File: config.mk
export PLATFORM = sky130hd
export DESIGN_NAME = clock_cen_ctrl
export DESIGN_NICKNAME = d
export VERILOG_FILES = /design/src/rtl/clock_cen_ctrl_pkg.sv /design/src/rtl/cdc_sync_bit.sv /design/src/rtl/clock_cen_ctrl.sv
export SDC_FILE = /design/constraint.sdc
export NUM_CORES = 1
export LEC_CHECK = 0
export CAP_MARGIN = 20
export CORE_AREA = 2 2 39 41
export CTS_BUF_LIST = sky130_fd_sc_hd__clkbuf_8
export DETAILED_ROUTE_END_ITERATION = 12
export DIE_AREA = 0 0 41 43
export GPL_ROUTABILITY_DRIVEN = 0
export HOLD_SLACK_MARGIN = 0.1
export SKIP_LAST_GASP = 1
export SYNTH_ARGS = -nofsm -noshare
export SYNTH_HDL_FRONTEND = slang
export SYNTH_SLANG_ARGS = --single-unit
File: constraint.sdc
create_clock -name CLK -period 2.1 [get_ports CLK]
set_input_delay 0.42 -clock CLK [delete_from_list [all_inputs] [get_ports CLK]]
set_output_delay 0.42 -clock CLK [all_outputs]
set_load 0.03 [all_outputs]
File: src/rtl/clock_cen_ctrl_pkg.sv
// Shared clock-primitive definitions: CEN sequencer state encoding and
// settle-counter sizing helper.
package clock_cen_ctrl_pkg;

  localparam int unsigned STATE_W = 2;

  typedef enum logic [STATE_W-1:0] {
    OFF        = 2'd0,
    ON_SETTLE  = 2'd1,
    ON         = 2'd2,
    OFF_SETTLE = 2'd3
  } state_e;

  // Counter must hold SETTLE_CYCLES-1 (and never be zero width).
  function automatic int unsigned cnt_width(input int unsigned settle);
    return (settle < 1) ? 1 : $clog2(settle + 1);
  endfunction

endpackage

File: src/rtl/cdc_sync_bit.sv
// Single-bit flop-chain synchroniser for asynchronous level inputs.
// Synchronous active-low reset clears every stage.
module cdc_sync_bit #(
  parameter int unsigned SYNC_STAGES = 2
) (
  input  logic i_clk,
  input  logic i_rst_n,
  input  logic i_d,
  output logic o_q
);

  logic [SYNC_STAGES-1:0] r_chain;

  // Shift the asynchronous input through the chain; oldest sample exits at the top.
  always_ff @(posedge i_clk) begin
    if (!i_rst_n) begin
      r_chain <= '0;
    end else begin
      r_chain <= {r_chain[SYNC_STAGES-2:0], i_d};
    end
  end

  assign o_q = r_chain[SYNC_STAGES-1];

endmodule

File: src/rtl/clock_cen_ctrl.sv
// CEN sequencer for the AP3 clock input cell: synchronises EN_REQ, walks CEN
// on/off with a fixed settle window, and acknowledges via EN_ACK.
module clock_cen_ctrl
  import clock_cen_ctrl_pkg::*;
#(
  parameter int unsigned SYNC_STAGES   = 2,
  parameter int unsigned SETTLE_CYCLES = 4
) (
  input  logic               CLK,
  input  logic               RESET_N,
  input  logic               EN_REQ,
  input  logic               FORCE_OFF,
  output logic               CEN,
  output logic               EN_ACK,
  output logic               BUSY,
  output logic [STATE_W-1:0] STATE
);

  localparam int unsigned      CNT_W      = cnt_width(SETTLE_CYCLES);
  localparam logic [CNT_W-1:0] CNT_RELOAD = CNT_W'(SETTLE_CYCLES - 1);

  logic             w_req_s;
  logic             w_cut;
  state_e           r_state;
  state_e           w_state_nxt;
  logic [CNT_W-1:0] r_cnt;
  logic [CNT_W-1:0] w_cnt_nxt;
  logic             r_cen;
  logic             w_cen_nxt;
  logic             r_ack;
  logic             w_ack_nxt;
  logic             r_busy;
  logic             w_busy_nxt;

  cdc_sync_bit #(
    .SYNC_STAGES(SYNC_STAGES)
  ) u_sync (
    .i_clk  (CLK),
    .i_rst_n(RESET_N),
    .i_d    (EN_REQ),
    .o_q    (w_req_s)
  );

  // Any reason to stop driving the clock: request withdrawn or forced off.
  assign w_cut = !w_req_s || FORCE_OFF;

  // Next-state, counter and registered-output decode.
  always_comb begin
    w_state_nxt = r_state;
    w_cnt_nxt   = r_cnt;
    w_ack_nxt   = r_ack;
    unique case (r_state)
      OFF: begin
        if (w_req_s && !FORCE_OFF) begin
          w_state_nxt = ON_SETTLE;
          w_cnt_nxt   = CNT_RELOAD;
        end
      end
      ON_SETTLE: begin
        // Abort wins over completion so EN_ACK never rises on a withdrawn request.
        if (w_cut) begin
          w_state_nxt = OFF_SETTLE;
          w_cnt_nxt   = CNT_RELOAD;
        end else if (r_cnt == '0) begin
          w_state_nxt = ON;
          w_ack_nxt   = 1'b1;
        end else begin
          w_cnt_nxt = r_cnt - CNT_W'(1);
        end
      end
      ON: begin
        if (w_cut) begin
          w_state_nxt = OFF_SETTLE;
          w_cnt_nxt   = CNT_RELOAD;
        end
      end
      OFF_SETTLE: begin
        // Never aborted: guarantees the minimum CEN-low time.
        if (r_cnt == '0) begin
          w_state_nxt = OFF;
          w_ack_nxt   = 1'b0;
        end else begin
          w_cnt_nxt = r_cnt - CNT_W'(1);
        end
      end
      default: begin
        w_state_nxt = OFF;
        w_cnt_nxt   = '0;
        w_ack_nxt   = 1'b0;
      end
    endcase
    // Outputs are decoded from the next state so they can be flopped alongside it.
    w_cen_nxt  = (w_state_nxt == ON_SETTLE) || (w_state_nxt == ON);
    w_busy_nxt = (w_state_nxt == ON_SETTLE) || (w_state_nxt == OFF_SETTLE);
  end

  // State, counter and output registers; reset aborts straight to OFF.
  always_ff @(posedge CLK) begin
    if (!RESET_N) begin
      r_state <= OFF;
      r_cnt   <= '0;
      r_cen   <= 1'b0;
      r_ack   <= 1'b0;
      r_busy  <= 1'b0;
    end else begin
      r_state <= w_state_nxt;
      r_cnt   <= w_cnt_nxt;
      r_cen   <= w_cen_nxt;
      r_ack   <= w_ack_nxt;
      r_busy  <= w_busy_nxt;
    end
  end

  assign CEN    = r_cen;
  assign EN_ACK = r_ack;
  assign BUSY   = r_busy;
  assign STATE  = r_state;

endmodule

==> run summary <==
Status: finished, final reports clean
Most frequent cell after synthesis: dfxtp_1
Critical Path AT: 1.47 ns
Buf/Inv on CP: 1
DRT Pass-1 Iters: 2
Combinational Power Share: 48.5%
Maxcap violations: 0
Post-route ant nets: 0
FF/Latch Area: 200.2 sq um
Area added between synthesis and finish: 28.47%
Family with the most delay on the worst path: buffers and inverters
Wirelength per Cell: 11.14 um
Mean Syn Cell Area: 10.08 sq um
Post-CTS Setup Inserts: 0
Post-synthesis sequential area ratio: 38.93%
Ys flop type: dfxtp_1
ANT cells: 0
Number of antenna violations at the first check in global routing: 0
DR iter-0 viols: 2
CTS Buf Count: 3
Ys Warns: 0
First-pass GRT wire length: 1311 um
Number of I/O port buffers: 8
Slew Limit Headroom: 78.99%
Fin crit period: 1.889 ns
Sw Share: 36.37%
Fin crit share: 89.95%
Via count: 372
Endpoints failing hold: 0
Worst Skew: 0.0005334 ns
Die Width: 41 um
EDFF count, synth: 0
CP Class: flip-flop to primary output
Core region area: 1384 sq um
Root Buffer Master: clkbuf_8
Slew @ Worst Pin: 0.3119 ns
CP peak stage delay: 0.74 ns
Top Ports: 9
Fmax: 529.4 MHz
Min-delay worst type: flip-flop to flip-flop
Post-placement setup slack: 0.1520 ns
Final net count: 70
Slowest CP cell: clkdlybuf4s50_1
Total gr overflow: 0
Die Y: 43 um
Pin count of the biggest net entering global routing: 11
Synth cell count leaders: dfxtp_1, a21boi_0, ha_1, nor2b_1, xnor2_1
DRC violations left: 0
Row count: 14
Post-Route WL: 869 um
FFs w/ async S/R, synth: 0%
Crit end category: primary output
Hold Worst Slack: 0.4363 ns
Maximum buffer depth of the clock tree: 2
H-Tree Depth: 1
Critical path data required time: 1.68 ns
Setup Viol. Count Final: 0
Internal power: 634.0 uW
Via/cell ratio: 4.769
Core Util, Final: 47.74%
RSZ-0062 raised after global routing: false
TritonCTS clock tree: done
Fill count: 151
Yosys top cell by area: dfxtp_1
Clk_lat worst skew: 0.23 ns
Syn Inst Count: 51
Yosys reg bits: 10
Sw power: 362.3 uW
Mapped cell area: 514.2 sq um
Post-CTS sizing: 0
Sequential Power Share: 27.7%
Clk sink count: 10
Top-area cell type share of the netlist area: 38.93%
Die Area: 1763 sq um
Leak: 0.0002645 uW
Pwr dens: 1508 nW/um^2
Number of global-route vias before repair: 293
Top post-synthesis cells by area: dfxtp_1, ha_1, a21boi_0
Share of layout cells above drive strength 1: 17.74%
Max VDD drop: 754.5 uV
Max-slew violations: 0
Reg clk slew, reported paths: 0.05 ns
Starting Density: 37.16%
Setup TNS: 0 ns
Clock power frac: 23.9%
Hold buffers post-CTS: 0
Distinct cells, synth: 27
Gr usage total: 11.67%
Critical Path Fanout Max: 9
Startpoint class of the critical path: flip-flop
Critical Path, Cell by Cell: clkdlybuf4s50_1
PnR worst setup slack: 0.2111 ns
HPWL after DPL: 611.1 um
Post-Syn Nets: 58
Area of the multi-input gates: 290.3 sq um
## power groups by stage
stage | Combinational [uW] | Clock [uW] | Sequential [uW]
4_1_cts | 490 | 245 | 276
3_3_place_gp | 479 | 0 | 279
3_5_place_dp | 485 | 0 | 280
2_1_floorplan | 329 | 0 | 327
6_report | 483 | 238 | 276
5_1_grt | 535 | 258 | 282
## layer usage
| metal | global-route usage (%) | part of all wire, % | up-vias | wire (um) |
|---|---|---|---|---|
| met2 | 13.75 | 45 | 8 | 393 |
| met1 | 15.53 | 49 | 168 | 426 |
| met3 | 9.424 | 5.6 | 0 | 49 |
| met4 | 4.000 | 0 | 0 | 0 |
| li1 | - | - | 196 | - |
| met5 | 0 | 0 | - | 0 |
## path summary, 6_finish.rpt
path / from / to / slack, ns / cells after the start
setup / recovery: STATE[1] / STATE[1] / 0.21 / 1
hold reg to reg: u_sync.r_chain[0] / u_sync.r_chain[1] / 0.44 / 1
hold / removal: u_sync.r_chain[0] / u_sync.r_chain[1] / 0.44 / 1
setup reg to reg: r_cnt[0] / BUSY / 0.56 / 7
## placed cells by master, fill, tap and decap left out, types with 2 or more instances in the layout
master,n
a21boi_0,4
a31oi_1,2
and2_1,2
clkbuf_8,4
clkdlybuf4s50_1,8
dfxtp_1,10
ha_1,3
inv_1,2
nand2_1,2
nand2b_1,2
nor2b_1,3
o21ai_0,2
xnor2_1,3
## stage by stage
stage	instances	total power [uW]	area [sq um]
4_1_cts	78	1011	660.6
6_report	78	996.3	660.6
3_5_place_dp	74	764.9	605.6
3_3_place_gp	74	757.7	605.6
5_1_grt	78	1075	660.6
2_1_floorplan	51	656.3	514.2
## flip-flops by register name, indices dropped and copies added (netlist names)
register	count
STATE	2
BUSY	1
u_sync.r_chain	2
EN_ACK	1
r_cnt	3
CEN	1
## layout make-up
type / count / area share, %
well taps: 16 / 3.030
inverters: 2 / 1.136
clock buffers: 4 / 8.333
multi-input cells: 37 / 43.94
flip-flops and latches: 10 / 30.30
repair buffers: 9 / 13.26
## logic make-up after synthesis
family | synth area share (%)
and+or+nand+nor | 22.87
AOI/OAI and AO/OA | 18.25
DFF | 38.93
buffers and inverters | 4.622
xor gates and xnor gates | 5.110
adders and majority gates | 7.300
muxes | 2.919
## worst reg2reg max path, stage by stage, from the launching register on
cell	delay [ns]
dfxtp_1	0.30
inv_1	0.07
ha_1	0.25
and2b_1	0.18
nand3_1	0.09
o21ai_0	0.14
ha_1	0.22
o21a_1	0.17
No activity file was read; power rests on OpenSTA's default activity.
